==> src/rtl/vga_console_pkg.sv <==
// Shared constants and types for the text console (package vga_pkg).
// Holds the control character codes, the console state enum and a printable-range helper.
// Imported by vga_console and vga_cursor; no ports.
package vga_pkg;

  localparam logic [7:0] CHAR_LF    = 8'h0A;
  localparam logic [7:0] CHAR_CR    = 8'h0D;
  localparam logic [7:0] CHAR_BS    = 8'h08;
  localparam logic [7:0] CHAR_SPACE = 8'h20;

  typedef enum logic {
    ST_IDLE  = 1'b0,
    ST_CLEAR = 1'b1
  } con_state_t;

  // Codes that occupy a cell on screen (space through tilde).
  function automatic logic is_printable(input logic [7:0] c);
    return (c >= 8'h20) && (c <= 8'h7E);
  endfunction

endpackage

==> src/rtl/vga_console_if.sv <==
// Console bus: character input handshake, clear request, buffer write port and status.
// Ports: char_valid/char_data/char_ready, clear_req, wr_en/wr_addr/wr_data, cursor_x/cursor_y, busy.
// Modports: master = requester / buffer side, slave = the console block.
interface vga_console_if #(
  parameter int COLS = 160,
  parameter int ROWS = 128
);

  localparam int ADDR_W = $clog2(COLS * ROWS);
  localparam int XW     = $clog2(COLS);
  localparam int YW     = $clog2(ROWS);

  logic              char_valid;
  logic [7:0]        char_data;
  logic              char_ready;
  logic              clear_req;
  logic              wr_en;
  logic [ADDR_W-1:0] wr_addr;
  logic [7:0]        wr_data;
  logic [XW-1:0]     cursor_x;
  logic [YW-1:0]     cursor_y;
  logic              busy;

  modport master (
    output char_valid, char_data, clear_req,
    input  char_ready, wr_en, wr_addr, wr_data, cursor_x, cursor_y, busy
  );

  modport slave (
    input  char_valid, char_data, clear_req,
    output char_ready, wr_en, wr_addr, wr_data, cursor_x, cursor_y, busy
  );

endinterface

==> src/rtl/vga_console_cursor.sv <==
// Cursor column/row counters (module vga_cursor) with advance, newline, return, backspace, zero.
// Ports: clk, reset (async active-high), control strobes in; x, y and row-wrap flag out.
// wrap is combinational: high when this cycle's controls push the row past ROWS-1.
module vga_cursor
  import vga_pkg::*;
#(
  parameter int COLS = 160,
  parameter int ROWS = 128
) (
  input  logic                     clk,
  input  logic                     reset,
  input  logic                     adv,   // one column right, wrapping to next row
  input  logic                     nl,    // column 0, next row
  input  logic                     cr,    // column 0, same row
  input  logic                     bs,    // one column left when not at column 0
  input  logic                     zero,  // home to (0,0), overrides everything
  output logic [$clog2(COLS)-1:0]  x,
  output logic [$clog2(ROWS)-1:0]  y,
  output logic                     wrap
);

  localparam int XW = $clog2(COLS);
  localparam int YW = $clog2(ROWS);
  localparam logic [XW-1:0] X_LAST = XW'(COLS - 1);
  localparam logic [YW-1:0] Y_LAST = YW'(ROWS - 1);

  logic row_adv;

  // COLS/ROWS need not be powers of two, so both wraps are explicit compares.
  assign row_adv = nl | (adv & (x == X_LAST));
  assign wrap    = row_adv & (y == Y_LAST);

  always_ff @(posedge clk or posedge reset) begin
    if (reset) begin
      x <= '0;
      y <= '0;
    end else if (zero) begin
      x <= '0;
      y <= '0;
    end else begin
      if (nl || cr || (adv && (x == X_LAST)))
        x <= '0;
      else if (adv)
        x <= x + XW'(1);
      else if (bs && (x != '0))
        x <= x - XW'(1);

      if (row_adv)
        y <= (y == Y_LAST) ? '0 : y + YW'(1);
    end
  end

endmodule

==> src/rtl/vga_console.sv <==
// Text console writer: turns a character stream into character-buffer writes and tracks the cursor.
// Ports: clk, reset (async active-high), bus (vga_console_if.slave: char handshake, clear_req,
// buffer write port, cursor, busy). Optional macro VGA_CONSOLE_AUTOCLEAR_EN: wrap past the last row clears.
module vga_console
  import vga_pkg::*;
#(
  parameter int COLS = 160,
  parameter int ROWS = 128
) (
  input  logic         clk,
  input  logic         reset,
  vga_console_if.slave bus
);

  localparam int ADDR_W = $clog2(COLS * ROWS);
  localparam int XW     = $clog2(COLS);
  localparam int YW     = $clog2(ROWS);
  localparam logic [ADDR_W-1:0] COLS_A = ADDR_W'(COLS);
  localparam logic [ADDR_W-1:0] LAST_A = ADDR_W'(COLS * ROWS - 1);

  con_state_t        state;
  logic              accept;
  logic              adv, nl, cr, bs, zero;
  logic              row_wrap;
  logic [XW-1:0]     cx;
  logic [YW-1:0]     cy;
  logic [ADDR_W-1:0] cur_addr;

  // A pending clear request blocks the character in the same cycle.
  assign bus.char_ready = (state == ST_IDLE) && !bus.clear_req;
  assign accept         = bus.char_valid && bus.char_ready;

  assign adv  = accept && is_printable(bus.char_data);
  assign nl   = accept && (bus.char_data == CHAR_LF);
  assign cr   = accept && (bus.char_data == CHAR_CR);
  assign bs   = accept && (bus.char_data == CHAR_BS) && (cx != '0);
  // Home the cursor on the edge that leaves CLEAR.
  assign zero = (state == ST_CLEAR) && (bus.wr_addr == LAST_A);

  // Widen before multiplying so the full row offset survives.
  assign cur_addr = ADDR_W'(cy) * COLS_A + ADDR_W'(cx);

  assign bus.cursor_x = cx;
  assign bus.cursor_y = cy;
  assign bus.busy     = (state == ST_CLEAR);

`ifndef VGA_CONSOLE_AUTOCLEAR_EN
  logic unused_wrap;
  assign unused_wrap = row_wrap;
`endif

  vga_cursor #(
    .COLS (COLS),
    .ROWS (ROWS)
  ) u_cursor (
    .clk   (clk),
    .reset (reset),
    .adv   (adv),
    .nl    (nl),
    .cr    (cr),
    .bs    (bs),
    .zero  (zero),
    .x     (cx),
    .y     (cy),
    .wrap  (row_wrap)
  );

  // In CLEAR, wr_addr doubles as the clear counter: it is loaded with 0 on
  // entry and steps once per cycle, so CLEAR lasts exactly COLS*ROWS cycles.
  always_ff @(posedge clk or posedge reset) begin
    if (reset) begin
      state       <= ST_IDLE;
      bus.wr_en   <= 1'b0;
      bus.wr_addr <= '0;
      bus.wr_data <= '0;
    end else begin
      case (state)
        ST_IDLE: begin
          bus.wr_en <= 1'b0;
          if (bus.clear_req) begin
            state       <= ST_CLEAR;
            bus.wr_en   <= 1'b1;
            bus.wr_addr <= '0;
            bus.wr_data <= CHAR_SPACE;
          end
`ifdef VGA_CONSOLE_AUTOCLEAR_EN
          // The screen is about to be blanked, so the wrapping character's
          // own write is dropped and the clear starts straight away.
          else if (row_wrap) begin
            state       <= ST_CLEAR;
            bus.wr_en   <= 1'b1;
            bus.wr_addr <= '0;
            bus.wr_data <= CHAR_SPACE;
          end
`endif
          else if (adv) begin
            bus.wr_en   <= 1'b1;
            bus.wr_addr <= cur_addr;
            bus.wr_data <= bus.char_data;
          end else if (bs) begin
            // Erase the cell the cursor moves back onto (same row, x > 0).
            bus.wr_en   <= 1'b1;
            bus.wr_addr <= cur_addr - ADDR_W'(1);
            bus.wr_data <= CHAR_SPACE;
          end
        end
        ST_CLEAR: begin
          if (bus.wr_addr == LAST_A) begin
            state     <= ST_IDLE;
            bus.wr_en <= 1'b0;
          end else begin
            bus.wr_addr <= bus.wr_addr + ADDR_W'(1);
          end
        end
        default: begin
          state     <= ST_IDLE;
          bus.wr_en <= 1'b0;
        end
      endcase
    end
  end

endmodule

==> src/flat_wrapper.sv <==
// flat-port wrapper written by rule: the top's interface ports become plain ports
module vga_console_flat import vga_pkg::*;
#(
  parameter int COLS = 160,
  parameter int ROWS = 128
)
  (clk, reset, bus_char_valid, bus_char_data, bus_clear_req, bus_char_ready, bus_wr_en, bus_wr_addr, bus_wr_data, bus_cursor_x, bus_cursor_y, bus_busy);
  vga_console_if #(.COLS(COLS), .ROWS(ROWS)) bus_i ();
  input  logic clk;
  input  logic reset;
  input wire logic [$bits(bus_i.char_valid)-1:0] bus_char_valid;
  input wire logic [$bits(bus_i.char_data)-1:0] bus_char_data;
  input wire logic [$bits(bus_i.clear_req)-1:0] bus_clear_req;
  output wire logic [$bits(bus_i.char_ready)-1:0] bus_char_ready;
  output wire logic [$bits(bus_i.wr_en)-1:0] bus_wr_en;
  output wire logic [$bits(bus_i.wr_addr)-1:0] bus_wr_addr;
  output wire logic [$bits(bus_i.wr_data)-1:0] bus_wr_data;
  output wire logic [$bits(bus_i.cursor_x)-1:0] bus_cursor_x;
  output wire logic [$bits(bus_i.cursor_y)-1:0] bus_cursor_y;
  output wire logic [$bits(bus_i.busy)-1:0] bus_busy;
  assign bus_i.char_valid = bus_char_valid;
  assign bus_i.char_data = bus_char_data;
  assign bus_i.clear_req = bus_clear_req;
  assign bus_char_ready = bus_i.char_ready;
  assign bus_wr_en = bus_i.wr_en;
  assign bus_wr_addr = bus_i.wr_addr;
  assign bus_wr_data = bus_i.wr_data;
  assign bus_cursor_x = bus_i.cursor_x;
  assign bus_cursor_y = bus_i.cursor_y;
  assign bus_busy = bus_i.busy;
  vga_console #(.COLS(COLS), .ROWS(ROWS)) u_core (.clk(clk), .reset(reset), .bus(bus_i));
endmodule
==> config.mk <==
export PLATFORM = sky130hd
export DESIGN_NAME = vga_console_flat
export DESIGN_NICKNAME = d
export VERILOG_FILES = /design/src/rtl/vga_console_pkg.sv /design/src/rtl/vga_console_if.sv /design/src/rtl/vga_console_cursor.sv /design/src/rtl/vga_console.sv /design/src/flat_wrapper.sv
export SDC_FILE = /design/constraint.sdc
export NUM_CORES = 1
export LEC_CHECK = 0
export CAP_MARGIN = 10
export CORE_AREA = 4 4 74 110
export CTS_BUF_LIST = sky130_fd_sc_hd__clkbuf_8 sky130_fd_sc_hd__clkbuf_16
export DETAILED_ROUTE_END_ITERATION = 7
export DIE_AREA = 0 0 78 114
export PLACE_DENSITY = 0.75
export SLEW_MARGIN = 20
export SYNTH_ARGS = -nofsm -noshare
export SYNTH_HDL_FRONTEND = slang
export SYNTH_HIERARCHICAL = 1
export SYNTH_SLANG_ARGS = --single-unit
==> constraint.sdc <==
create_clock -name clk -period 3.3 [get_ports clk]
set_clock_uncertainty 0.15 [all_clocks]
set_input_delay 0.99 -clock clk [delete_from_list [all_inputs] [get_ports clk]]
set_output_delay 0.99 -clock clk [all_outputs]
set_load 0.01 [all_outputs]
==> results of run 1 <==
kinds of logic after synthesis:
kind of cell,synth area share
XOR/XNOR,0.0787
buffers and inverters,0.0542
multiplexers,0.0131
AO/OA/AOI/OAI,0.245
adder cells (fa/ha/maj),0.0985
flip-flops,0.283
AND/OR/NAND/NOR,0.227
flip-flops by register name, indices dropped and copies added (netlist names):
register and flops:
u_core/u_cursor/x 8, u_core/bus.wr_addr 15, u_core/bus.wr_data 8, u_core/u_cursor/y 7, u_core/bus.busy 1, u_core/bus.wr_en 1
metal layers:
layer,GRT usage,wire length (um)
met3,0.0269,322
met4,0.0992,253
met5,0,0
met1,0.256,3920
met2,0.414,5320
cell usage after synthesis, drive strengths merged (3+ instances only):
cell type	number	share of area
dfrtp	40	0.28
nand2	22	0.023
xor2	12	0.032
inv	31	0.033
ha	23	0.082
nor2b	5	0.0089
a32oi	4	0.0099
nor3	15	0.023
and3	11	0.020
a221oi	5	0.012
o21ai	19	0.028
clkbuf	7	0.0074
xnor2	18	0.047
nand3	15	0.021
o21a	4	0.0085
nand4	7	0.012
nor4b	3	0.013
nor2	30	0.032
or2	3	0.0053
a21o	3	0.0064
nor4	5	0.011
a211oi	8	0.018
o22ai	9	0.016
or3	4	0.0071
a31oi	3	0.0053
o311a	3	0.0085
buf	6	0.014
and2	6	0.011
a41oi	3	0.0074
o211ai	5	0.011
fa	3	0.017
o31ai	3	0.0064
a21oi	27	0.041
a22o	6	0.015
nand2b	3	0.0053
repair_timing:
item,CTS,global route
cloned,0,0
endpoints found under the setup margin,1,18
hold buffers,0,0
resized for setup,1,14
buffers inserted,0,0
pin swaps,0,3
area by class of cell:
class	instances	area, um2	share of cell area
inverter	31	124	0.0256
multi-input combinational	323	2500	0.516
timing repair buffer	106	933	0.193
sequential	40	1000	0.207
tap	100	125	0.0259
clock inverter	3	90.1	0.0186
clock buffer	5	68.8	0.0142
power groups by stage:
stage / Clock [uW] / Sequential (uW) / Combinational (uW)
detailed placement: 0 / 665 / 560
global route: 584 / 672 / 624
global placement: 0 / 659 / 547
finish: 562 / 656 / 572
CTS: 564 / 654 / 564
floorplan: 0 / 677 / 271
worst min-delay path by stage:
| stage | start | endpoint | depth (start not counted) |
|---|---|---|---|
| after floorplan | u_core/bus.wr_data[7] | u_core/bus.wr_data[7] | 1 |
| after global placement | u_core/bus.wr_data[7] | u_core/bus.wr_data[7] | 1 |
| after detailed placement | u_core/bus.wr_data[7] | u_core/bus.wr_data[7] | 1 |
| after CTS | u_core/bus.wr_data[7] | u_core/bus.wr_data[7] | 1 |
| after global routing | u_core/bus.wr_data[7] | u_core/bus.wr_data[7] | 1 |
| final | u_core/bus.wr_data[7] | u_core/bus.wr_data[7] | 1 |
through the flow:
step	setup WS, ps	utilization
CTS	7.52	0.663
detailed placement	-281	0.642
global placement	-250	0.642
floorplan	1.35	-
finish	77.9	0.674
global route	-22.7	0.674
==> results.yml, run 1 <==
outcome:
  outcome: "completed"
drt:
  drc: 0
  dr.pass1.iters: 5
  drtAntennaViolNets: 0
  routedWlPerCell_um: 16.1
  vias_per_cell: 5.85
  drt-initial-drc-count: 191
  wl_um: 9820
  vias: 3555
pwr:
  report.power.total_uw: 1790
  p_comb_frac: 0.320
  leakage_uw: 0.00203
  ir_drop_mv: 0.236
  pwr_density_cell_mw_per_mm2: 370
  internal-power_uw: 1240
  switching_share: 0.306
  pwr-share-clk: 0.314
  p_switching_uw: 548
  p_seq_frac: 0.366
global_routing:
  grt_pass1_wl_um: 16200
  overflow: 0
  grt_max_degree: 26
  grt_usage: 0.224
  grt_pass1_vias: 3570
  antenna_found_initial: 0
critical_path:
  max_stage_delay_ps: 440
  r2r-start: "u_core/u_cursor/y[1]"
  worstSetupStartpointType: "input pin"
  cp_top_family: "compound AO/OA/AOI/OAI gates"
  cp.depth: 9
  end_kind: "flip-flop"
  required_ps: 3350
  regToRegSetupSlack_ps: 130
  cp_slowest_cell: "clkdlybuf4s50_1"
  path_max_fanout: 9
  reg2reg_depth: 11
  critPathLaunch: "bus_char_data[7]"
  critPathBufInv: 2
  r2r-end: "u_core/bus.wr_addr[14]"
  crit_type: "input pin to flip-flop"
  arrival_ps: 3270
  path_cells: "clkdlybuf4s50_1 -> nor4b_4 -> o221a_4 -> inv_8 -> ha_4 -> a211oi_4 -> o31a_1 -> a221oi_2 -> o31ai_1"
  crit_path_end: "u_core/u_cursor/x[7]"
final_layout:
  num_antenna_cells: 0
  fin_area_mm2: 0.00484
  layout_commonest_cell: "buf_4"
  nFillCells: 577
  area.growth.synth_to_final_pct: 37.1
  finalNetCount: 545
  finalNonFillerCells: 608
  drive_above_1_share: 0.197
  final_cell_mix: "buf_4 (53), clkdlybuf4s50_1 (49), dfrtp_1 (40), nor2_1 (30), inv_1 (30)"
sta:
  rsz0062_at_grt: "yes"
  final.setup.tns_ps: 0
  setup_viol: 0
  final-max-slew-violation-count: 0
  worst_hold_slack_ps: 353
  period_share: 0.976
  period_needed_ps: 3220
  worstMarginPinSlew_ps: 570
  max-slew-margin-rel: 0.619
  fmax_ghz: 0.310
  finalHoldViolCount: 0
yosys:
  synth_edf_count: 0
  synth-seq-cells: 40
  synth-async-reset-ratio: 1.00
  ys_types: 76
  avgSynthCellArea_um2: 8.68
  netlist_area_mm2: 0.00353
  ys_seq_area_frac: 0.283
  ys_dominant_reg_cell: "dfrtp_1"
  synth_cells: 407
  yosysWarnings: 6
  syn-num-nets: 445
floorplan:
  dieArea_mm2: 0.00889
  initial_core_util: 0.492
  die_x_um: 78
  io_pins: 53
  num_rows: 38
  die_h_um: 114
  core_mm2: 0.00718
clock_tree:
  clock-root-buffer: "clkbuf_8"
  cts_buffers: 5
  clockBufferDepth: 2
  clkTransAtPathRegs_ps: 90
  insertion_delay_ps: 300
  htree_levels: 2
  clock_sinks: 40
  cts_tree: "built"
job:
  drv_cap: 0
place:
  placedCellCount: 600
  dpl_cell_area_mm2: 0.00461
  io_buffers: 52
  hpwl_um: 7620
  gp_congestion: 0.919
min_path:
  hold_path.class: "flip-flop to flip-flop"
Note: power is estimated with default switching activity, not from simulation.
==> inputs of run 2 (changes only) <==
--- a/constraint.sdc
+++ b/constraint.sdc
@@ -4,2 +4,2 @@
 set_output_delay 0.99 -clock clk [all_outputs]
-set_load 0.01 [all_outputs]
+set_load 0.05 [all_outputs]
==> results.yml, run 2 (synthesized netlist as in run 1, its figures left out) <==
final_layout:
  layout_commonest_cell: "buf_4"
  area.growth.synth_to_final_pct: 38.6
  largest_reg_flops: 15
  final_cell_mix: "buf_4 (58), clkdlybuf4s50_1 (49), dfrtp_1 (36), nor2_1 (30), inv_1 (30)"
  fin_util: 0.682
  reg.largest.list: "u_core/bus.wr_addr (15), u_core/bus.wr_data (8), u_core/u_cursor/x (8)"
  drive_above_1_share: 0.226
  finalNetCount: 550
  num_antenna_cells: 0
  largest_register: "u_core/bus.wr_addr"
  nFillCells: 575
floorplan:
  num_rows: 38
  core_mm2: 0.00718
  dieArea_mm2: 0.00889
  io_pins: 53
  die_x_um: 78
  die_h_um: 114
  initial_core_util: 0.492
pwr:
  ir_drop_mv: 0.260
  leakage_uw: 0.00203
  pwr_density_cell_mw_per_mm2: 378
  report.power.total_uw: 1850
clock_tree:
  htree_levels: 2
  insertion_delay_ps: 300
  clock_sinks: 40
  hold_buffers: 0
  cts_buffers: 5
  cts_tree: "built"
  clockBufferDepth: 2
  clock-root-buffer: "clkbuf_8"
  clkTransAtPathRegs_ps: 90
drt:
  dr.pass1.iters: 5
  drt-initial-drc-count: 199
  vias: 3644
  drtAntennaViolNets: 0
  routedWlPerCell_um: 16.5
  drc: 0
  wl_um: 10100
  vias_per_cell: 5.94
outcome:
  outcome: "completed"
critical_path:
  path_cells: "clkdlybuf4s50_1 -> nor4b_4 -> o221a_4 -> inv_6 -> ha_4 -> a211oi_4 -> o31a_1 -> a221oi_2 -> o31ai_1"
  r2r-start: "u_core/u_cursor/y[3]"
  cp_slowest_cell: "clkdlybuf4s50_1"
  reg2reg_depth: 11
  required_ps: 3350
  r2r-end: "u_core/bus.wr_addr[14]"
  max_stage_delay_ps: 470
  worstSetupStartpointType: "input pin"
  end_kind: "flip-flop"
  crit_type: "input pin to flip-flop"
  critPathLaunch: "bus_clear_req"
  arrival_ps: 3300
  path_max_fanout: 9
  regToRegSetupSlack_ps: 80
min_path:
  hold_path.class: "flip-flop to flip-flop"
  hold_depth: 1
  worstHoldStart: "u_core/bus.wr_data[7]"
  min_to: "u_core/bus.wr_data[7]"
global_routing:
  grt_usage: 0.229
  grt_max_degree: 26
  antenna_found_initial: 0
  overflow: 0
  grt_pass1_wl_um: 16700
  grt_pass1_vias: 3698
place:
  dp_slack_ps: -366
  hpwl_um: 7740
  io_buffers: 52
  gp_congestion: 0.862
sta:
  finalHoldViolCount: 0
  period_share: 0.983
  setup_slack_ps: 55.4
  max-slew-margin-rel: 0.618
  final-max-slew-violation-count: 0
  setup_viol: 0
  worstMarginPinSlew_ps: 573
  worst_hold_slack_ps: 347
  rsz0062_at_grt: "yes"
  period_needed_ps: 3240
  fmax_ghz: 0.308
  final.setup.tns_ps: 0
job:
  drv_cap: 0
run 2: cell types whose count changed in the layout (fill, tap and decap cells not counted), moves of 2 or more:
cell       delta
bufinv_16     -2
ha_1          -3
buf_4         +5
dfrtp_2       +4
dfrtp_1       -4
ha_2          +2
run 2: routing by layer:
layer,part of all wire,vias to the layer above,GRT usage
met2,0.57,103,0.451
met4,0.022,0,0.0840
met1,0.38,1787,0.243
met3,0.030,20,0.0276
li1,-,1734,-
met5,0,-,0
run 2: metrics by stage:
step | area (um2) | std cells
2_1_floorplan | 3670 | 407
3_5_place_dp | 4570 | 595
6_report | 4890 | 613
4_1_cts | 4720 | 605
3_3_place_gp | 4570 | 595
5_1_grt | 4890 | 613
run 2: cell type report:
class | count | area, um2 | area share
tap | 100 | 125 | 0.0256
inverter | 31 | 121 | 0.0248
sequential | 40 | 1010 | 0.206
multi-input combinational | 323 | 2550 | 0.521
timing repair buffer | 111 | 982 | 0.201
clock inverter | 3 | 42.5 | 0.00869
clock buffer | 5 | 68.8 | 0.0141
run 2: what timing repair did:
action / 4_1_cts / 5_1_grt
pin swaps: 0 / 15
cloned: 0 / 0
endpoints found under the setup margin: 4 / 12
buffers inserted: 2 / 8
gates resized for setup: 3 / 18
run 2: worst max-delay path by stage:
stage	slack, ps	depth (start not counted)	to
final	60	9	u_core/u_cursor/x[7]
after global routing	-30	9	u_core/u_cursor/x[7]
after CTS	10	9	u_core/u_cursor/x[7]
after detailed placement	-370	9	u_core/u_cursor/x[7]
after global placement	-330	9	u_core/u_cursor/x[7]
after floorplan	-20	11	u_core/u_cursor/x[7]
run 2: critical path, delay by kind of cell:
family | cells | cell delay, ps
AO/OA/AOI/OAI | 5 | 1140
buffers and inverters | 2 | 570
AND/OR/NAND/NOR | 1 | 340
adder cells (fa/ha/maj) | 1 | 250
run 2: power by group:
part	leakage [uW]	total (uW)	internal (uW)	switching (uW)
Sequential	0.000503	646	559	87.4
Clock	0.0000541	408	224	184
Combinational	0.00148	795	309	486
